### src/rtl/muon_pkg.sv
// Shared types and helpers for the muon decay timer.
package muon_pkg;

  typedef enum logic [1:0] {
    ST_IDLE,
    ST_WAIT2,
    ST_HOLDOFF
  } state_e;

  localparam int DT_W_DEF  = 16;
  localparam int CNT_W_DEF = 32;

  // Increment v, sticking at the all-ones value of a w-bit counter.
  function automatic logic [63:0] sat_inc(input logic [63:0] v, input int unsigned w);
    logic [63:0] top;
    top = (w >= 64) ? '1 : ((64'd1 << w) - 64'd1);
    return (v >= top) ? top : v + 64'd1;
  endfunction

endpackage

### src/rtl/muon_decay_timer_rise_detect.sv
// Registers the trigger level and flags its low-to-high transition.
module rise_detect (
  input  logic clk,
  input  logic rstn,
  input  logic d,
  output logic rise
);

  logic d_q, d_d;

  assign d_d  = d;
  assign rise = d & ~d_q;

  always_ff @(posedge clk) begin
    if (!rstn) d_q <= 1'b0;
    else       d_q <= d_d;
  end

endmodule

### src/rtl/muon_decay_timer.sv
// Measures the interval between a stopping-muon pulse and its decay pulse.
// Optional first-pulse peak capture is built when MUON_PEAK_CAPTURE_EN is defined.
module muon_decay_timer
  import muon_pkg::*;
#(
  parameter int DT_W    = DT_W_DEF,
  parameter int HOLDOFF = 64,
  parameter int CNT_W   = CNT_W_DEF
) (
  input  logic             adc_clk,
  input  logic             adc_rstn,
  input  logic             enable,
  input  logic             trig_edge,
  input  logic             trig_in,
  input  logic [13:0]      adc_dat_in,
  input  logic [DT_W-1:0]  window,
  output logic             event_valid,
  input  logic             event_ready,
  output logic [DT_W-1:0]  event_dt,
  output logic [13:0]      event_peak,
  output logic [CNT_W-1:0] single_cnt,
  output logic [CNT_W-1:0] drop_cnt
);

  state_e            state_q, state_d;
  logic [DT_W-1:0]   cnt_q, cnt_d, win_eff;
  logic              valid_q, valid_d;
  logic [DT_W-1:0]   dt_q, dt_d;
  logic [CNT_W-1:0]  single_q, single_d, drop_q, drop_d;
  logic              rise, emit, load;

  rise_detect u_rise (
    .clk  (adc_clk),
    .rstn (adc_rstn),
    .d    (trig_in),
    .rise (rise)
  );

  assign win_eff = (window < DT_W'(2)) ? DT_W'(2) : window;

  // cnt is the interval in WAIT2 and the dead-time counter in HOLDOFF.
  always_comb begin
    state_d  = state_q;
    cnt_d    = cnt_q;
    single_d = single_q;
    emit     = 1'b0;
    case (state_q)
      ST_IDLE: begin
        if (enable && rise) begin
          state_d = ST_WAIT2;
          cnt_d   = DT_W'(1);
        end
      end
      ST_WAIT2: begin
        if (!enable) begin
          state_d = ST_IDLE;
        end else if (rise) begin
          emit    = 1'b1;
          state_d = ST_HOLDOFF;
          cnt_d   = DT_W'(1);
        end else if (cnt_q >= win_eff) begin
          single_d = CNT_W'(sat_inc(64'(single_q), CNT_W));
          state_d  = ST_HOLDOFF;
          cnt_d    = DT_W'(1);
        end else begin
          cnt_d = cnt_q + DT_W'(1);
        end
      end
      ST_HOLDOFF: begin
        if (!enable || cnt_q >= DT_W'(HOLDOFF)) state_d = ST_IDLE;
        else                                     cnt_d   = cnt_q + DT_W'(1);
      end
      default: state_d = ST_IDLE;
    endcase
  end

  // A result arriving while the previous one is still unread is lost.
  assign load = emit && (!valid_q || event_ready);

  always_comb begin
    valid_d = valid_q;
    dt_d    = dt_q;
    drop_d  = drop_q;
    if (load) begin
      valid_d = 1'b1;
      dt_d    = cnt_q;
    end else if (emit) begin
      drop_d = CNT_W'(sat_inc(64'(drop_q), CNT_W));
    end else if (valid_q && event_ready) begin
      valid_d = 1'b0;
    end
  end

  always_ff @(posedge adc_clk) begin
    if (!adc_rstn) begin
      state_q  <= ST_IDLE;
      cnt_q    <= '0;
      valid_q  <= 1'b0;
      dt_q     <= '0;
      single_q <= '0;
      drop_q   <= '0;
    end else begin
      state_q  <= state_d;
      cnt_q    <= cnt_d;
      valid_q  <= valid_d;
      dt_q     <= dt_d;
      single_q <= single_d;
      drop_q   <= drop_d;
    end
  end

  assign event_valid = valid_q;
  assign event_dt    = dt_q;
  assign single_cnt  = single_q;
  assign drop_cnt    = drop_q;

`ifdef MUON_PEAK_CAPTURE_EN
  logic [13:0] peak_q, peak_d, epk_q, epk_d;
  logic        trk_q, trk_d;

  // Track the extreme sample only while the first pulse is still above threshold.
  always_comb begin
    peak_d = peak_q;
    trk_d  = trk_q;
    epk_d  = load ? peak_q : epk_q;
    if (state_q == ST_IDLE && enable && rise) begin
      peak_d = adc_dat_in;
      trk_d  = 1'b1;
    end else if (state_q == ST_WAIT2 && trk_q) begin
      if (!trig_in)                              trk_d  = 1'b0;
      else if (!trig_edge && adc_dat_in > peak_q) peak_d = adc_dat_in;
      else if (trig_edge && adc_dat_in < peak_q)  peak_d = adc_dat_in;
    end
  end

  always_ff @(posedge adc_clk) begin
    if (!adc_rstn) begin
      peak_q <= '0;
      trk_q  <= 1'b0;
      epk_q  <= '0;
    end else begin
      peak_q <= peak_d;
      trk_q  <= trk_d;
      epk_q  <= epk_d;
    end
  end

  assign event_peak = epk_q;
`else
  logic unused_peak_inputs;
  assign unused_peak_inputs = trig_edge ^ (^adc_dat_in);
  assign event_peak         = '0;
`endif

endmodule

### config.mk
export PLATFORM = sky130hd
export DESIGN_NAME = muon_decay_timer
export DESIGN_NICKNAME = d
export VERILOG_FILES = /design/src/rtl/muon_pkg.sv /design/src/rtl/muon_decay_timer_rise_detect.sv /design/src/rtl/muon_decay_timer.sv
export SDC_FILE = /design/constraint.sdc
export NUM_CORES = 1
export LEC_CHECK = 0
export CAP_MARGIN = 20
export CORE_ASPECT_RATIO = 0.9
export CORE_MARGIN = 5
export CORE_UTILIZATION = 45
export DETAILED_ROUTE_END_ITERATION = 10
export PLACE_DENSITY = 0.77
export SYNTH_ARGS = -nofsm -noshare
export SYNTH_HDL_FRONTEND = slang
export SYNTH_SLANG_ARGS = --single-unit
### constraint.sdc
create_clock -name adc_clk -period 2.7 [get_ports adc_clk]
set_clock_uncertainty 0.15 [all_clocks]
set_input_delay 0.27 -clock adc_clk [delete_from_list [all_inputs] [get_ports adc_clk]]
set_output_delay 0.27 -clock adc_clk [all_outputs]
set_load 0.005 [all_outputs]
==> flow_metrics.py <==
metrics = {
    "place": {
        "dpl_worst_slack_ns": -0.716,
        "port_buffers": 101,
        "placed_area_mm2": 0.00695,
        "hpwl_um": 11500,
        "gp_congestion": 0.885,
    },
    "final_layout": {
        "stdcell_area_mm2": 0.00741,
        "multi_input_area_mm2": 0.00329,
        "nFillCells": 1017,
        "drive_above_1_share_pct": 15.0,
        "area_growth_pct": 36.4,
        "final_util_pct": 62.1,
        "final_net_count": 877,
        "seq_area_mm2": 0.00200,
        "antennaDiodeCount": 0,
    },
    "drt": {
        "routed_via_density": 5.66,
        "drt_iter0_markers": 387,
        "ant_nets": 0,
        "drc": 0,
        "wl_per_cell_um": 15.7,
        "dr.pass1.iters": 5,
        "via_count": 5559,
        "drt-total-wl_um": 15400,
    },
    "synth": {
        "synth_common_cells": "dfxtp_1 (100), nand2_1 (76), a21oi_1 (51)",
        "ys_seq_area_share_pct": 36.8,
        "synth_warnings": 0,
        "synth_top_cell_area_share_pct": 36.8,
        "syn-mean-instance-area_um2": 8.10,
        "ys_ff_latch": 100,
        "async_flop_share_pct": 0,
        "synth_top_family_by_area": "simple AND/OR/NAND/NOR gates",
        "synth_xor_area_share_pct": 6.61,
        "synth_mux_area_share_pct": 1.10,
        "synthFlopType": "dfxtp_1",
        "synth_compound_area_share_pct": 16.6,
        "netlist_instances": 671,
        "synth-simple-area-share_pct": 26.7,
        "synth_edf_count": 0,
        "syn_area_mm2": 0.00544,
        "post_synth_num_cell_types": 55,
        "synth_top_area_cell": "dfxtp_1",
        "synthMostInstantiatedCell": "dfxtp_1",
        "synth_area_leaders": "dfxtp_1 (37%), ha_1 (5.5%), nand2_1 (5.2%)",
        "synthAdderAreaFrac_pct": 5.52,
    },
    "clocking": {
        "cts.clk_slew.worst_paths_ns": 0.07,
        "htree_levels": 3,
        "numClockSinks": 100,
        "cts_root_buffer": "clkbuf_16",
        "worstSkewPairLatency_ns": 0.35,
        "cts_max_path_buffers": 2,
        "cts_tree": "built",
        "cts_made_buffers": 9,
    },
    "worst_setup_path": {
        "rrSetupSlack_ns": 0.06,
        "crit_end": "single_cnt[9]$_SDFFE_PN0P_",
        "rr_startpoint": "cnt_q[13]$_SDFFE_PN0P_",
        "rr_endpoint": "single_cnt[9]$_SDFFE_PN0P_",
        "cp-startpoint": "window[14]",
        "crit_path_end_kind": "flop",
        "critPathArrivalTime_ns": 2.78,
        "reg2reg_depth": 8,
        "crit_type": "in2reg",
        "cp.required_ns": 2.83,
        "worstPathMaxFanout": 8,
        "start_kind": "input port",
    },
    "floorplan": {
        "dieArea_mm2": 0.0144,
        "num_rows": 38,
        "die_h_um": 114,
        "io_pins": 131,
        "dieWidth_um": 126,
        "start_util_pct": 45.6,
        "core-area_mm2": 0.0119,
    },
    "global_route": {
        "track_usage_pct": 20.9,
        "antenna_found_initial": 0,
        "grt_pass1_wl_um": 25200,
        "grt_pass1_vias": 5354,
        "overflow": 0,
        "grt_max_degree": 30,
    },
    "power": {
        "total_power_mw": 3.40,
        "power_density_mw_per_mm2": 458,
        "ir_worst_vdd_uv": 347,
        "p_leak_nw": 2.64,
    },
    "sta": {
        "finalSetupViolations": 0,
        "fin_crit_sh_pct": 98.1,
        "rsz0062_at_grt": "true",
        "worstMarginPinSlew_ns": 0.584,
        "hold_viol_final": 0,
        "finalMaxSlewViolations": 0,
        "fin_ws_ns": 0.0518,
        "fmax_ghz": 0.378,
        "max-slew-margin-rel_pct": 61.0,
        "fin_crit_ns": 2.65,
    },
    "run": {
        "drv_cap": 0,
    },
    "worst_hold_path": {
        "hp-class": "reg2reg",
    },
    "status": {
        "status": "completed",
    },
}
[cell families after synthesis]
| logic type | count (synthesis) |
|---|---|
| AO/OA/AOI/OAI | 139 |
| XOR/XNOR | 41 |
| adder cells (fa/ha/maj) | 24 |
| buffers and inverters | 77 |
| flip-flops | 100 |
| multiplexers | 6 |
| other | 1 |
| AND/OR/NAND/NOR | 283 |
[per-stage QoR]
| step | TNS (ns) | instances | hold slack [ns] |
|---|---|---|---|
| 5_1_grt | -0.415 | 982 | 0.338 |
| 6_report | 0 | 982 | 0.312 |
| 4_1_cts | 0 | 978 | 0.316 |
| 2_1_floorplan | -0.0608 | 684 | 0.242 |
| 3_5_place_dp | -29.32 | 958 | 0.306 |
| 3_3_place_gp | -25.09 | 958 | 0.297 |
[cell type report]
cell class / count / area share (%)
Inverter: 34 / 1.72
Tap cell: 160 / 2.70
Sequential cell: 100 / 27.0
Timing Repair Buffer: 165 / 19.7
Clock inverter: 5 / 1.13
Multi-Input combinational cell: 507 / 44.4
Clock buffer: 11 / 3.27
[worst min path at each step]
stage                                          from                   endpoint  slack, ns  cells after the start
after floorplan                             trig_in      u_rise.d_q$_SDFF_PN0_       0.24                      1
after global placement     event_dt[1]$_SDFFE_PN0P_   event_dt[1]$_SDFFE_PN0P_       0.30                      2
after detailed placement   event_dt[2]$_SDFFE_PN0P_   event_dt[2]$_SDFFE_PN0P_       0.31                      2
after CTS                  event_dt[2]$_SDFFE_PN0P_   event_dt[2]$_SDFFE_PN0P_       0.32                      2
after global routing      event_dt[13]$_SDFFE_PN0P_  event_dt[13]$_SDFFE_PN0P_       0.34                      2
final                      event_dt[2]$_SDFFE_PN0P_   event_dt[2]$_SDFFE_PN0P_       0.31                      2
[power breakdown]
group	leakage (nW)	internal (mW)	switching, mW
clock network	0.152	0.841	0.578
logic	1.68	0.182	0.286
registers	0.806	1.49	0.0158
total	2.64	2.52	0.880
[critical path, stage by stage]
cell and delay (ns):
buf_2 0.12, nor4_4 0.25, nand4_1 0.13, nor2b_1 0.15, ha_1 0.28, nor2b_1 0.13, o211a_1 0.19, o311ai_4 0.10
buf_6 0.16, and3_4 0.20, buf_6 0.14, or4_4 0.50, a31oi_1 0.16
[metal layers]
layer  part of all wire, %  wire [um]  track usage, %
met4                   1.3        203            5.79
met2                    48       7400            35.7
met1                    44       6800            26.3
met3                   6.7       1030            5.36
met5                     0          0               0
[cells in the final DEF (no fill, tap or decap), types with 4 or more instances in the layout]
cell	instances
inv_1	33
and3_1	13
nor4_1	7
and4_1	10
a311oi_2	4
dfxtp_1	100
nand2_1	76
nor2_1	45
or3_1	6
a21oi_1	51
buf_6	5
conb_1	14
nand4_1	22
a311oi_1	4
xnor2_1	23
xor2_1	18
nand3_1	39
or4_4	4
a211oi_1	6
clkdlybuf4s50_1	86
o22ai_1	6
clkbuf_16	9
o31ai_1	6
ha_1	24
buf_2	5
a31oi_1	19
o21ai_0	14
nor2b_1	6
mux2i_1	6
a41oi_1	4
nor3_1	23
and2_1	6
buf_4	62
[flip-flops by register name, indices dropped and copies added (netlist names)]
register / flops
u_rise.d_q: 1
event_valid: 1
state_q: 2
single_cnt: 32
drop_cnt: 32
event_dt: 16
cnt_q: 16
[repair_timing]
action                                  in CTS  in global routing
setup buffers                                3                  4
pin swaps                                   14                 17
hold buffers                                 0                  0
endpoints found under the hold margin        0                  0
endpoints found under the setup margin      50                 51
cloned                                       1                  0
resized for setup                           49                 27
(Power assumes the default switching activity.)
